File: src/rtl/uart_rx.sv
// uart_rx: 8N1 serial receiver with an internal bit-period counter.
//
// Ports:
//   clk        - system clock
//   rst        - asynchronous active-high reset
//   rx         - serial line, idle high, asynchronous to clk
//   rx_enable  - when low, IDLE ignores rx; a frame already in progress completes
//   dout       - last received byte, held until overwritten
//   dout_ready - high while dout holds an unread byte
//   rd_ack     - one-cycle consumer acknowledge; clears dout_ready and overrun
//   frame_err  - one-cycle pulse when the sampled stop bit is 0
//   overrun    - sticky; a byte completed while dout_ready was still high
//   busy       - high whenever the receiver FSM is not in IDLE
module uart_rx #(
  parameter int unsigned CLKS_PER_BIT = 1250,
  parameter int unsigned HALF_BIT     = CLKS_PER_BIT / 2
) (
  input  logic       clk,
  input  logic       rst,
  input  logic       rx,
  input  logic       rx_enable,
  output logic [7:0] dout,
  output logic       dout_ready,
  input  logic       rd_ack,
  output logic       frame_err,
  output logic       overrun,
  output logic       busy
);

  localparam int unsigned CW = $clog2(CLKS_PER_BIT);

  typedef enum logic [1:0] {IDLE, START, DATA, STOP} state_t;

  state_t          state_q, state_d;
  logic            rx_meta_q, rx_s_q;
  logic [CW-1:0]   cnt_q, cnt_d;
  logic [2:0]      bit_idx_q, bit_idx_d;
  logic [7:0]      shift_q, shift_d;
  logic            done_q, done_d;
  logic            stop_ok_q, stop_ok_d;
  logic [7:0]      dout_q, dout_d;
  logic            dout_ready_q, dout_ready_d;
  logic            frame_err_q, frame_err_d;
  logic            overrun_q, overrun_d;
  logic            busy_q, busy_d;

  always_comb begin
    state_d      = state_q;
    cnt_d        = cnt_q;
    bit_idx_d    = bit_idx_q;
    shift_d      = shift_q;
    done_d       = 1'b0;
    stop_ok_d    = stop_ok_q;
    dout_d       = dout_q;
    dout_ready_d = dout_ready_q;
    frame_err_d  = 1'b0;
    overrun_d    = overrun_q;

    unique case (state_q)
      IDLE: begin
        if (rx_enable && !rx_s_q) begin
          state_d = START;
          cnt_d   = '0;
        end
      end
      START: begin
        if (cnt_q == CW'(HALF_BIT - 1)) begin
          cnt_d = '0;
          if (!rx_s_q) begin
            state_d   = DATA;
            bit_idx_d = '0;
          end else begin
            // Line went back high before mid-start: treat as a glitch.
            state_d = IDLE;
          end
        end else begin
          cnt_d = cnt_q + CW'(1);
        end
      end
      DATA: begin
        if (cnt_q == CW'(CLKS_PER_BIT - 1)) begin
          cnt_d              = '0;
          shift_d[bit_idx_q] = rx_s_q;
          if (bit_idx_q == 3'd7) begin
            state_d = STOP;
          end else begin
            bit_idx_d = bit_idx_q + 3'd1;
          end
        end else begin
          cnt_d = cnt_q + CW'(1);
        end
      end
      STOP: begin
        // Leave at mid-stop so a back-to-back start edge is not missed.
        if (cnt_q == CW'(CLKS_PER_BIT - 1)) begin
          cnt_d     = '0;
          state_d   = IDLE;
          done_d    = 1'b1;
          stop_ok_d = rx_s_q;
        end else begin
          cnt_d = cnt_q + CW'(1);
        end
      end
      default: state_d = IDLE;
    endcase

    // Result of the stop sample is committed one edge later; a completing
    // byte takes priority over a coincident rd_ack.
    if (done_q && stop_ok_q) begin
      dout_d       = shift_q;
      dout_ready_d = 1'b1;
      if (dout_ready_q && !rd_ack) begin
        overrun_d = 1'b1;
      end else if (dout_ready_q && rd_ack) begin
        overrun_d = 1'b0;
      end
    end else if (rd_ack && dout_ready_q) begin
      dout_ready_d = 1'b0;
      overrun_d    = 1'b0;
    end
    frame_err_d = done_q && !stop_ok_q;

    busy_d = (state_d != IDLE);
  end

  always_ff @(posedge clk or posedge rst) begin
    if (rst) begin
      rx_meta_q    <= 1'b1;
      rx_s_q       <= 1'b1;
      state_q      <= IDLE;
      cnt_q        <= '0;
      bit_idx_q    <= '0;
      shift_q      <= '0;
      done_q       <= 1'b0;
      stop_ok_q    <= 1'b0;
      dout_q       <= '0;
      dout_ready_q <= 1'b0;
      frame_err_q  <= 1'b0;
      overrun_q    <= 1'b0;
      busy_q       <= 1'b0;
    end else begin
      rx_meta_q    <= rx;
      rx_s_q       <= rx_meta_q;
      state_q      <= state_d;
      cnt_q        <= cnt_d;
      bit_idx_q    <= bit_idx_d;
      shift_q      <= shift_d;
      done_q       <= done_d;
      stop_ok_q    <= stop_ok_d;
      dout_q       <= dout_d;
      dout_ready_q <= dout_ready_d;
      frame_err_q  <= frame_err_d;
      overrun_q    <= overrun_d;
      busy_q       <= busy_d;
    end
  end

  assign dout       = dout_q;
  assign dout_ready = dout_ready_q;
  assign frame_err  = frame_err_q;
  assign overrun    = overrun_q;
  assign busy       = busy_q;

endmodule

File: config.mk
export PLATFORM = sky130hd
export DESIGN_NAME = uart_rx
export DESIGN_NICKNAME = d
export VERILOG_FILES = /design/src/rtl/uart_rx.sv
export SDC_FILE = /design/constraint.sdc
export NUM_CORES = 1
export LEC_CHECK = 0
export CAP_MARGIN = 25
export CORE_MARGIN = 3
export CORE_UTILIZATION = 55
export CTS_BUF_LIST = sky130_fd_sc_hd__clkbuf_2 sky130_fd_sc_hd__clkbuf_4 sky130_fd_sc_hd__clkbuf_8
export DETAILED_ROUTE_END_ITERATION = 10
export GPL_ROUTABILITY_DRIVEN = 0
export MAX_ROUTING_LAYER = met4
export PLACE_DENSITY_LB_ADDON = 0.25
export RECOVER_POWER = 50
export SLEW_MARGIN = 20
export SYNTH_ARGS = -nofsm -noshare
export SYNTH_HDL_FRONTEND = slang
export SYNTH_SLANG_ARGS = --single-unit
File: constraint.sdc
create_clock -name clk -period 5.29 [get_ports clk]
set_input_delay 1.058 -clock clk [delete_from_list [all_inputs] [get_ports clk]]
set_output_delay 1.058 -clock clk [all_outputs]
set_load 0.005 [all_outputs]
==> run metrics, run 1 <==
run status finished with violations; violations in the final reports capacitance limit, slew limit; count of nets after finishing between 200 and 250; synth-to-layout area growth 13.5%; deepest clock path buffer count 2; # resized after CTS 0; antenna diode count 0; starting density of the core 60.5%; Tightest Hold Check Type flop to flop; post-route fraction of the period consumed by the critical path between 50% and 60%; termination of the worst setup path busy; total detailed-routing wirelength roughly 4.0 mm; Reg clk slew, reported paths 0.12 ns; final worst path period need around 3.0 ns; Post-CTS Setup Repair Bufs 0; post-DP HPWL a little under 3 mm; synthesized instance count roughly 180; DRC viols 0; Post-synth EDFFs 0; total number of yosys warnings 0; Total GRT Usage between 20% and 30%; clock tree from TritonCTS built; mean area per synthesized cell 11.0 um^2; endpoint type of the worst setup path asynchronous set/reset pin; RR Startpoint cnt_q[0]; worst max-slew margin expressed relative to the limit -37.4%; worst slew pin tran slightly above 2 ns; fill cell instance count of the final layout ~240; # clock sinks 40; met2 usage about a third; first element of the critical path rst; Final Core Density around 69%; top fanout value on the critical path 40; Clock Latency Late Sink around 0.36 ns; worst setup path class input port to asynchronous set/reset pin; number of routed nets with antenna violations 0; post-route clock skew 0.00930 ns; WL per Instance 16.3 um; IO Port Bufs 16; Setup crit start kind input port; cell area after synthesis between 1500 and 2000 um^2; worst hold margin ~0.36 ns; Setup violations, final 0; top flip-flop cell by instance count after synthesis dfrtp_1; H-tree levels 2; register bit total from synthesis 40; number of top-level pins 17; GRT Residual Overflow 0; max-slew violation count between 40 and 50; antenna violations before repair 0; first-pass GRT wire length 6.56 mm; worst-case register-to-register setup slack between 3 and 4 ns; routed via count divided by cell count approximately 6; met1 usage about a quarter; power density over the cells approximately 220 nW/um^2; arrival time of the worst setup path about 3.1 ns; data required time at the worst endpoint about 5.4 ns; met3 track utilization from global routing about 6.3%; Num CTS Buffers 5; floorplan die height around 65 um; first-iteration detailed-routing DRC count 173; via count of the first global-routing pass 1449; area post-placement around 2100 um^2; sequential element share of the synthesized area about 52%; layout cell share with drive strength beyond 1 a little under a fifth; static leakage 1.05 nW; layer with the highest usage met2; pre-CTS setup slack 2.73 ns; worst-case vdd ir drop 0.000149 V; worst r2r path cells 7; reg-to-reg endpoint bit_idx_q[2]; number of rows created at floorplan 20; async set-reset flop share out of synthesis between 90% and 100%; Max-Cap Viols 1; setup TNS 0 ns; maximum number of pins on one net before global-route repair 41; routed via count ~1400; length of the first detailed-routing pass in iterations 4; Fmax between 300 and 400 MHz; Die X-Extent about 65 um; Syn Nets 187; count of hold buffers inserted by post-cts repair 0; total die area approximately 4300 um^2; Post-Layout Inst Area 2200 um^2; final worst slack approximately 2.2 ns; distinct cell type count after synthesis 40; Root Buffer Master clkbuf_4; area of the placeable core roughly 3200 um^2; number of hold-slack violations in the final timing report 0; setup repair after global routing missed its margin false
==> sequential cells by signal, indices dropped and copies added, names as in the netlist, named ones only <==
| register | count |
|---|---|
| rx_s_q | 1 |
| bit_idx_q | 3 |
| shift_q | 8 |
| dout | 8 |
| rx_meta_q | 1 |
| dout_ready | 1 |
| frame_err | 1 |
| cnt_q | 11 |
| busy | 1 |
| done_q | 1 |
| stop_ok_q | 1 |
| state_q | 2 |
==> cells in the mapped netlist, types with 2 or more instances <==
library cell	instances	area (um^2)
inv_1	9	33.8
and2_1	2	12.5
ha_1	5	62.6
a22o_1	2	17.5
a31oi_1	5	31.3
a21oi_1	9	45.0
o211a_1	3	30.0
nand4_1	2	12.5
a311o_1	2	20.0
buf_2	3	15.0
and3_1	4	25.0
mux2_2	17	191
o21ai_0	8	40.0
nor2b_1	4	25.0
dfrtp_1	38	951
nand3_1	7	35.0
nor3_1	2	10.0
nor2_1	12	45.0
xnor2_1	2	17.5
nand2b_1	2	12.5
dfstp_2	2	52.6
nand2_1	19	71.3
==> worst max-delay path, stage by stage <==
cell and delay, ns:
dlygate4sd3_1 0.53, inv_1 0.05, clkbuf_1 1.47
==> layer usage <==
layer / part of all wire [%] / wire length [um] / vias to the layer above
met5: 0 / 0 / -
li1: - / - / 679
met2: 49 / 1940 / 44
met1: 45 / 1780 / 714
met4: 1.0 / 40 / 0
met3: 5.0 / 196 / 4
==> layout make-up <==
type	count	area [um^2]	area share [%]
repair buffers	17	164	7.44
clock buffers	6	51.3	2.33
flip-flops and latches	40	1000	45.6
multi-input cells	124	880	39.9
clock inverters	2	15.0	0.682
inverters	9	33.8	1.53
well taps	44	55.1	2.50
==> stage by stage <==
step | cells | total power, mW
6_report | 242 | 0.492
5_1_grt | 242 | 0.511
4_1_cts | 242 | 0.493
3_5_place_dp | 234 | 0.328
3_3_place_gp | 234 | 0.327
2_1_floorplan | 177 | 0.321
==> how the worst min path moves through the flow <==
| stage | endpoint | start | slack (ns) | depth (start not counted) |
|---|---|---|---|---|
| after detailed placement | rx_s_q | rx_meta_q | 0.35 | 0 |
| after global routing | rx_s_q | rx_meta_q | 0.37 | 0 |
| after CTS | rx_s_q | rx_meta_q | 0.37 | 0 |
| final | rx_s_q | rx_meta_q | 0.36 | 0 |
| after global placement | rx_s_q | rx_meta_q | 0.35 | 0 |
| after floorplan | rx_s_q | rx_meta_q | 0.35 | 0 |
==> placed cells by master (no fill, tap or decap), types with 3 or more instances in the layout <==
| cell | Yosys | final |
|---|---|---|
| nand2_1 | 19 | 19 |
| a31oi_1 | 5 | 5 |
| dlygate4sd3_1 | 0 | 3 |
| dfrtp_1 | 38 | 38 |
| nand3_1 | 7 | 7 |
| nor2b_1 | 4 | 4 |
| o21ai_0 | 8 | 8 |
| and3_1 | 4 | 4 |
| o211a_1 | 3 | 3 |
| clkbuf_4 | 0 | 5 |
| nor2_1 | 12 | 12 |
| clkdlybuf4s50_1 | 0 | 13 |
| mux2_2 | 17 | 17 |
| inv_1 | 9 | 9 |
| a21oi_1 | 9 | 9 |
| ha_1 | 5 | 5 |
==> where the power goes <==
| group | leakage, nW | internal, mW | switching (mW) |
|---|---|---|---|
| logic | 0.502 | 0.00382 | 0.00704 |
| clock network | 0.0305 | 0.0645 | 0.107 |
| registers | 0.520 | 0.308 | 0.00176 |
==> cell families (layout without fill, tap and decap cells) <==
group	Yosys count	count (layout)	share of synthesized area, %
buf+inv	13	34	2.90
xor+xnor	2	2	0.903
mux	17	17	9.87
simple gates	63	63	18.1
fa+ha+maj	5	5	3.23
compound gates	37	37	13.3
flops	40	40	51.7
Power figures use the tool's default switching activity.
==> run 2, diff against run 1 <==
==> constraint.sdc (replaced) <==
create_clock -name clk -period 2.96 [get_ports clk]
set_input_delay 0.592 -clock clk [delete_from_list [all_inputs] [get_ports clk]]
set_output_delay 0.592 -clock clk [all_outputs]
set_load 0.005 [all_outputs]
==> run 2 against run 1 <==
Effect of this change: the flow now finishes without violations; register-to-register slack worse by 2.3 ns; clock-buffer cell count unchanged; combinational power up 77%; sequential cell count unchanged; cell count unchanged; critical path type is now flop to flop; sequential power up 78%; critical path depth up 4.
==> run metrics, run 2 (same netlist as run 1, synthesis figures left out) <==
run status finished clean; # resized after CTS 0 (unchanged); post-DP HPWL 2.58 mm (-11%); Met3 Routed Length 163 um (-17%); fill cell instance count of the final layout 263 (+11%); first-iteration detailed-routing DRC count 101 (-42%); Fmax about 470 MHz; worst slew pin tran 0.944 ns (-1.12 ns); # clock sinks 40 (unchanged); number of routed nets with antenna violations 0 (unchanged); DRC viols 0 (unchanged); antenna diode count 0 (unchanged); Crit path largest cell delay 0.46 ns (-1.01 ns); synth-to-layout area growth 13.4%; Max-Cap Viols 0 (-1); RR Startpoint cnt_q[0]; Reg clk slew, reported paths 0.12 ns (about the same); switching share of total power 22.6% (-0.90 points); Setup crit start kind flop; Total GRT Usage 19.6% (-1.5 points); worst hold margin 0.367 ns (+0.00255 ns); list of cells traversed by the critical path inv_1, ha_1, nor4bb_1, and2_1, nand4_1, o211a_1, a211o_1; power density over the cells 394 nW/um^2 (+76%); first element of the critical path cnt_q[0]; Post-CTS Setup Repair Bufs 0 (unchanged); via count of the first global-routing pass 1369 (-5.5%); Final Core Density 68.6% (-0.12 points); worst r2r path cells 7 (unchanged); worst max-slew margin expressed relative to the limit 37.1% (+74 points); post-route clock skew 0.00911 ns (-0.000183 ns); most common cell after layout, fill and taps aside dfrtp_1; switching pwr 0.196 mW (+69%); storage element area 1000 um^2 (unchanged); first-pass GRT wire length 6.24 mm (-4.9%); H-tree levels 2 (unchanged); worst setup path class flop to flop; final worst path period need 2.13 ns; total die area 4270 um^2 (unchanged); worst-case vdd ir drop 0.000312 V (+110%); hold path depth 0 (unchanged); cell with the largest stage delay on the worst path dfrtp_1; top fanout value on the critical path 7 (-83%); routed via count 1413 (-1.9%); reg-to-reg endpoint bit_idx_q[0]; post-route fraction of the period consumed by the critical path between 70% and 80%; area used by multi-input combinational logic 880 um^2 (unchanged); total detailed-routing wirelength 3.52 mm (-11%); IO Port Bufs 16 (unchanged); routed length on met2 1.73 mm (-11%); floorplan die height 65.4 um (unchanged); antenna violations before repair 0 (unchanged); setup repair after global routing missed its margin false; deepest clock path buffer count 2 (unchanged); clock tree from TritonCTS built; starting density of the core 60.5% (unchanged); maximum number of pins on one net before global-route repair 41 (unchanged); top routing layer in use met4; Clock Latency Late Sink 0.35 ns (about the same); number of top-level pins 17 (unchanged); Die X-Extent 65.4 um (unchanged); length of the first detailed-routing pass in iterations 5 (+1); total power of the final layout 0.866 mW (+76%); share of total power in sequential cells 63.9% (+1.0 points); data required time at the worst endpoint 3.20 ns (-2.17 ns); GRT Residual Overflow 0 (unchanged); portion of total power attributed to the clock network 33.9% (-0.9 points); count of nets after finishing 207 (unchanged); pre-CTS setup slack 0.860 ns (-1.87 ns); count of hold buffers inserted by post-cts repair 0 (unchanged); routed via count divided by cell count 5.84 (-1.9%); register bank with the most flops cnt_q; Setup violations, final 0 (unchanged); area of the placeable core 3200 um^2 (unchanged); combinational power share 2.2% (about the same); layout cell share with drive strength beyond 1 18.7% (+0.51 points); setup TNS 0 ns (unchanged); final worst slack 0.831 ns (-1.42 ns); internal power 0.670 mW (+78%); max-slew violation count 0 (-100%); max FFs per register 11 (unchanged); termination of the worst setup path bit_idx_q[0]; WL per Instance 14.5 um (-11%); endpoint type of the worst setup path flop; static leakage 1.06 nW (+1.0%); Tightest Hold Check Type flop to flop; number of rows created at floorplan 20 (unchanged); highest-count cells in the layout ignoring fill and taps dfrtp_1 (38), nand2_1 (19), mux2_2 (17); arrival time of the worst setup path 2.37 ns (-0.75 ns); detailed-route wire length on metal 1 1.54 mm (-13%); Num CTS Buffers 5 (unchanged); worst-case register-to-register setup slack 0.83 ns (-2.32 ns); Root Buffer Master clkbuf_4; number of hold-slack violations in the final timing report 0 (unchanged)
run 2: cell types whose count changed in the layout (fill, tap and decap cells not counted), sizes merged:
cell,before,now
clkinv,0,2
clkinvlp,2,0
run 2: area by class of cell:
class                      count  share of cell area (%)
clock buffer                   6                    2.33
clock inverter                 2                   0.455
tap                           44                    2.50
sequential                    40                    45.6
timing repair buffer          17                    7.51
inverter                       9                    1.54
multi-input combinational    124                    40.0
run 2: metal layers:
| metal | up-vias | track usage (%) |
|---|---|---|
| met5 | - | - |
| met4 | 0 | 8.03 |
| met3 | 11 | 5.30 |
| met2 | 41 | 30.2 |
| met1 | 684 | 24.7 |
| li1 | 677 | - |
run 2: power by group through the flow:
stage	Clock (mW)	Combinational (mW)	Sequential, mW
global route	0.336	0.0223	0.554
finish	0.293	0.0193	0.553
CTS	0.305	0.0215	0.553
global placement	0	0.0209	0.564
detailed placement	0	0.0214	0.564
floorplan	0	0.0113	0.561
run 2: worst min-delay path by stage:
| stage | from | end | slack [ns] |
|---|---|---|---|
| detailed placement | rx_meta_q | rx_s_q | 0.35 |
| finish | rx_meta_q | rx_s_q | 0.37 |
| global route | rx_meta_q | rx_s_q | 0.37 |
| global placement | rx_meta_q | rx_s_q | 0.35 |
| CTS | rx_meta_q | rx_s_q | 0.37 |
| floorplan | rx_meta_q | rx_s_q | 0.35 |
run 2: metrics by stage:
stage | area [um^2] | cells
finish | 2200 | 242
global route | 2200 | 242
CTS | 2200 | 242
detailed placement | 2140 | 234
global placement | 2140 | 234
floorplan | 1940 | 177
run 2: critical path: cells and delay by family (launching register included):
kind                     cells  cell delay, ns
AO/OA/AOI/OAI                2            0.49
adder cells (fa/ha/maj)      1            0.14
buffers and inverters        1            0.10
flip-flops                   1            0.46
AND/OR/NAND/NOR              3            0.81
==> RTL edit 1: new RTL, config.mk and constraints of run 2 <==
Register the input `rx` before use, without a reset. The logic sees it one clock later. The other inputs are not delayed to match.
--- a/src/rtl/uart_rx.sv
+++ b/src/rtl/uart_rx.sv
@@ -30,6 +30,12 @@
   localparam int unsigned CW = $clog2(CLKS_PER_BIT);
 
   typedef enum logic [1:0] {IDLE, START, DATA, STOP} state_t;
+
+  logic rx_q;
+
+  always_ff @(posedge clk) begin
+    rx_q <= rx;
+  end
 
   state_t          state_q, state_d;
   logic            rx_meta_q, rx_s_q;
@@ -139,7 +145,7 @@
       overrun_q    <= 1'b0;
       busy_q       <= 1'b0;
     end else begin
-      rx_meta_q    <= rx;
+      rx_meta_q    <= rx_q;
       rx_s_q       <= rx_meta_q;
       state_q      <= state_d;
       cnt_q        <= cnt_d;
Behaviour: not the same (a bounded check fails within 4 cycles, from zero or initial values and one cycle with rst high).
==> RTL edit 1 against run 2 <==
  * Setup slack improved by 0.012 ns
  * Routed wire length fell by 1.6%
  * Power rose by 11%
  * Cell count rose by 1.2%
  * Cell area rose by 2.3%
  * Sequential cell count rose by 1
  * Die area rose by 0.94%
  * Count of clock-buffer cells in the layout did not move
  * Critical path depth did not move
  * Hold slack got worse by 0.062 ns
  * Via count fell by 0.21%
  * Synthesized area rose by 1.0%
  * Critical endpoint is now bit_idx_q[2]
  * Highest routed layer unchanged
==> RTL edit 1: results (changes against run 2) <==
The tools report the total number of vias as 1,410 (was 1,413). The run gives 1,287 (was 1,369) as the number of global-route vias before repair. The worst clock skew on the final layout is 0.0106 ns (was 0.00911 ns). The tools report the root buffer selected by CTS as sky130_fd_sc_hd__clkbuf_4 (unchanged). The layout net count was 208 (was 207). The total half-perimeter wirelength after legalization and detailed placement was 2470 um (was 2580 um); the worst vdd rail ir drop was 0.308 mV (was 0.312 mV). Post-place setup slack: 0.909 ns (was 0.860 ns). Async set-reset flop share out of synthesis: 97.6% (was 100%). The path class of the lowest-slack min-delay path was reg2reg (unchanged).

The share of cells above drive strength 1 came out at 18.6% (was 18.7%). The synthesis warning total is 0 (unchanged). The count of cell types in the netlist is 41 (was 40), and the worst stage delay on the critical path is 0.43 ns (was 0.46 ns). The post-route clock period utilization is 71.5% (was 71.9%), and the violation count after the first detailed-route iteration is 103 (was 101). The worst slack on hold paths is 0.306 ns (was 0.367 ns).

The post-placement cell area is 2160 um^2 (was 2140 um^2), and the initial antenna violation count is 0 (unchanged). Post-synthesis compound-gate area fraction: 13.2% (was 13.3%). The clock reaches the later pin of the worst-skew pair after 0.34 ns.

Fraction of synthesized area in multiplexers: 9.77% (was 9.87%). The tools report the count of antenna diodes in the layout as 0 (unchanged). Synth top cells by count: 38 x sky130_fd_sc_hd__dfrtp_1, 19 x sky130_fd_sc_hd__nand2_1, 17 x sky130_fd_sc_hd__mux2_2 (unchanged). The worst-path maximum fanout is 6 (was 7), and the global-route wire length before repair is 5840 um (was 6240 um). The run gives 1.08 nW (was 1.06 nW) as the leakage power total.

The post-CTS setup repair buffer count was 0 (unchanged); the total number of H-tree levels was 2 (unchanged). The number of detailed-routing iterations run before antenna repair came out at 4 (was 5). The post-route setup TNS is 0 ns (unchanged), and the xor and xnor fraction of the mapped netlist area is 0.894% (was 0.903%). The arrival time at the worst endpoint was 2.35 ns (was 2.37 ns).

The flow ran to the end, and the final reports show no timing, DRC or antenna violations. Cell type of the slowest stage on the worst timing path: sky130_fd_sc_hd__dfrtp_1 (unchanged). The slew of the pin with the lowest slew margin was 0.934 ns (was 0.944 ns). The tools report the combined global-route utilization of all metal layers as 18.6% (was 19.6%).

Post-synthesis adder-cell area fraction: 3.19% (was 3.23%). The tools report the post-synth net total as 188 (was 187). Top cells by area in the synthesized netlist: sky130_fd_sc_hd__dfrtp_1 49%, sky130_fd_sc_hd__mux2_2 9.8%, sky130_fd_sc_hd__nand2_1 3.6% (was sky130_fd_sc_hd__dfrtp_1 49%, sky130_fd_sc_hd__mux2_2 9.9%, sky130_fd_sc_hd__nand2_1 3.7%). The average detailed-routed wire length per instance is 14.1 um (was 14.5 um).

The run gives 52.2% (was 51.7%) as the portion of the post-synthesis area used by sequential elements.
## RTL edit 1: cell count changes in the layout (fill, tap and decap cells not counted)
cell                                run 2  this run
sky130_fd_sc_hd__bufinv_16              0         1
sky130_fd_sc_hd__clkinv_2               2         0
sky130_fd_sc_hd__clkinvlp_4             0         1
sky130_fd_sc_hd__dfxtp_1                0         1
## RTL edit 1: path summary, 6_finish.rpt
kind / to / from / depth (start not counted)
max in group asynchronous: cnt_q[8] / rst / 3
setup / recovery: bit_idx_q[2] / cnt_q[1] / 7
hold reg to reg: rx_meta_q / rx_q / 0
setup reg to reg: bit_idx_q[2] / cnt_q[1] / 7
min in group asynchronous: stop_ok_q / rst / 3
hold / removal: rx_meta_q / rx_q / 0
## RTL edit 1: power breakdown
part | switching [mW] | internal [mW]
logic | 0.0122 | 0.00700
registers | 0.00351 | 0.564
clock network | 0.178 | 0.201
## RTL edit 1: logic make-up (layout without fill, tap and decap cells)
family,after synthesis,in the layout
flip-flops,41,41
multiplexers,17,17
AND/OR/NAND/NOR,63,63
AO/OA/AOI/OAI,37,37
adder cells (fa/ha/maj),5,5
buffers and inverters,13,34
XOR/XNOR,2,2
## RTL edit 1: worst reg2reg max path, delay by kind of cell (launching register included)
kind,cells,cell delay [ns]
simple gates,3,0.81
compound gates,2,0.50
buf+inv,1,0.11
fa+ha+maj,1,0.14
flops,1,0.43
## RTL edit 1: stage by stage
stage                     std cells  util, %
final                           245     66.3
after global routing            245     66.3
after CTS                       245     66.4
after detailed placement        237     63.8
after global placement          237     63.8
after floorplan                 178        -
## RTL edit 1: final cells by class
type | instances | area (um^2)
sequential | 41 | 1020
tap | 46 | 57.6
multi-input combinational | 124 | 880
clock buffer | 6 | 51.3
inverter | 9 | 33.8
fill | 249 | 1140
timing repair buffer | 17 | 165
clock inverter | 2 | 37.5
## RTL edit 1: metal layers
metal	up-vias	part of all wire (%)	GRT usage, %
li1	683	-	-
met1	691	45	23.3
met2	34	49	28.5
met3	2	4.8	4.10
met4	0	0.55	9.33
met5	-	0	-
==> RTL edit 2: new RTL, config.mk and constraints of run 2 <==
Without the edit above. Set the parameter `CLKS_PER_BIT` to 312 (it was 1250).
--- a/src/rtl/uart_rx.sv
+++ b/src/rtl/uart_rx.sv
@@ -12,7 +12,7 @@
 //   overrun    - sticky; a byte completed while dout_ready was still high
 //   busy       - high whenever the receiver FSM is not in IDLE
 module uart_rx #(
-  parameter int unsigned CLKS_PER_BIT = 1250,
+  parameter int unsigned CLKS_PER_BIT = 312,
   parameter int unsigned HALF_BIT     = CLKS_PER_BIT / 2
 ) (
   input  logic       clk,
Check against the original RTL: no difference found for any inputs over 10 cycles, from zero or initial values and one cycle with rst high; that may be too few to reach the edited logic, so the function may still have changed.
==> RTL edit 2 against run 2 <==
  * Die area fell by 6.3%
  * Cell count fell by 12%
  * Hold slack barely moved
  * Highest routed layer unchanged
  * Critical path depth fell by 3
  * Routed wire length fell by 9.3%
  * Critical path type unchanged
  * Setup slack got worse by 0.14 ns
  * Cell area fell by 7.2%
  * Synthesized area fell by 6.9%
  * Sequential cell count fell by 2
Power is not compared: it rests on default switching activity, and its combinational part moved more than twofold at a synthesized area within 25%.
==> RTL edit 2: results (changes against run 2) <==
Synth top cells by count: 36 x sky130_fd_sc_hd__dfrtp_1, 16 x sky130_fd_sc_hd__mux2_2, 8 x sky130_fd_sc_hd__nand2_1 (was 38 x sky130_fd_sc_hd__dfrtp_1, 19 x sky130_fd_sc_hd__nand2_1, 17 x sky130_fd_sc_hd__mux2_2). Number of sinks driven by the clock tree: 38 (was 40). The average detailed-routed wire length per instance came out at 15.0 um (was 14.5 um). Cell type of the slowest stage on the worst timing path: sky130_fd_sc_hd__or4b_2 (was sky130_fd_sc_hd__dfrtp_1).

The total of plain and repair buffers excluding clock buffers works out to 18 (was 17). The inverter count is 5 (was 9), and the share of the final layout cell area in multi-input gates is 38.7% (was 40.0%). For the combined global-route utilization of all metal layers, the log shows 19.1% (was 19.6%). The number of flip-flops in the largest register was 9 (was 11). The tools report the portion of the post-synthesis area used by sequential elements as 52.8% (was 51.7%). For the total routed wirelength, the log shows 3190 um (was 3520 um).

The post-synth net total is 160 (was 187), and the number of global-route vias before repair is 1,255 (was 1,369). The clock buffer count from CTS came out at 5 (unchanged). The run gives 29 (was 101) as the violation count after the first detailed-route iteration. For the total half-perimeter wirelength after legalization and detailed placement, the log shows 2220 um (was 2580 um).

The post-place setup slack came out at 0.722 ns (was 0.860 ns). The share of cells above drive strength 1 is 20.7% (was 18.7%). The count of multi-input gates came out at 101 (was 124). The arrival time at the worst endpoint was 2.50 ns (was 2.37 ns). The via density per instance works out to 5.74 (was 5.84).

The number of I/O port buffers came out at 16 (unchanged). The instance count after placement with tap cells included was 206 (was 234). The number of inserted filler cells in the final layout was 265 (was 263); the worst-case headroom to the max-slew limit was 52.6% (was 37.1%).

The fraction of area in registers is 46.7% (was 45.6%), and the global-route wire length before repair is 5850 um (was 6240 um). The tools report the post-placement cell area as 1990 um^2 (was 2140 um^2). The worst clock skew on the final layout came out at 0.0130 ns (was 0.00911 ns). Average instance area after synthesis: 11.9 um^2 (was 11.0 um^2). The largest register by flop count is cnt_q (unchanged). The layout net count is 177 (was 207), and the number of clock buffers in the layout is 5 (was 6). The run finished with clean final reports.

The run gives 44 (was 40) as the count of cell types in the netlist. Area taken by multi-input logic gates: 791 um^2 (was 880 um^2). The post-synthesis adder-cell area fraction was 2.08% (was 3.23%).

The worst-path maximum fanout is 8 (was 7). Post-synthesis compound-gate area fraction: 11.9% (was 13.3%). The xor and xnor fraction of the mapped netlist area is 0.485% (was 0.903%), and the fraction of synthesized area in multiplexers is 13.1% (was 9.87%). The fraction of area in clock buffers and inverters works out to 2.33% (was 2.79%).
==> RTL edit 2: power breakdown <==
group / switching, mW / internal (mW) / leakage [nW] / total (mW)
Sequential: 0.0779 / 0.565 / 0.502 / 0.643
Combinational: 0.0685 / 0.0854 / 0.385 / 0.154
Clock: 0.165 / 0.0854 / 0.0308 / 0.251
Total: 0.312 / 0.736 / 0.918 / 1.05
==> RTL edit 2: metal layers <==
layer  up-vias  share of wire, %  global-route usage [%]
met4         0               1.4                    7.01
met2        27                47                    29.8
met5         -                 0                       -
li1        593                 -                       -
met3         5               4.2                    5.70
met1       598                47                    23.7
==> RTL edit 2: worst paths after layout <==
check,start,endpoint,slack [ns],cells past startpoint
worst max-delay path,cnt_q[5],cnt_q[8],0.69,4
worst min-delay path,rx_meta_q,rx_s_q,0.37,0
worst max register to register,cnt_q[5],cnt_q[8],0.69,4
worst min register to register,rx_meta_q,rx_s_q,0.37,0
max in group asynchronous,rst,rx_s_q,1.81,3
min in group asynchronous,rst,cnt_q[5],0.78,3
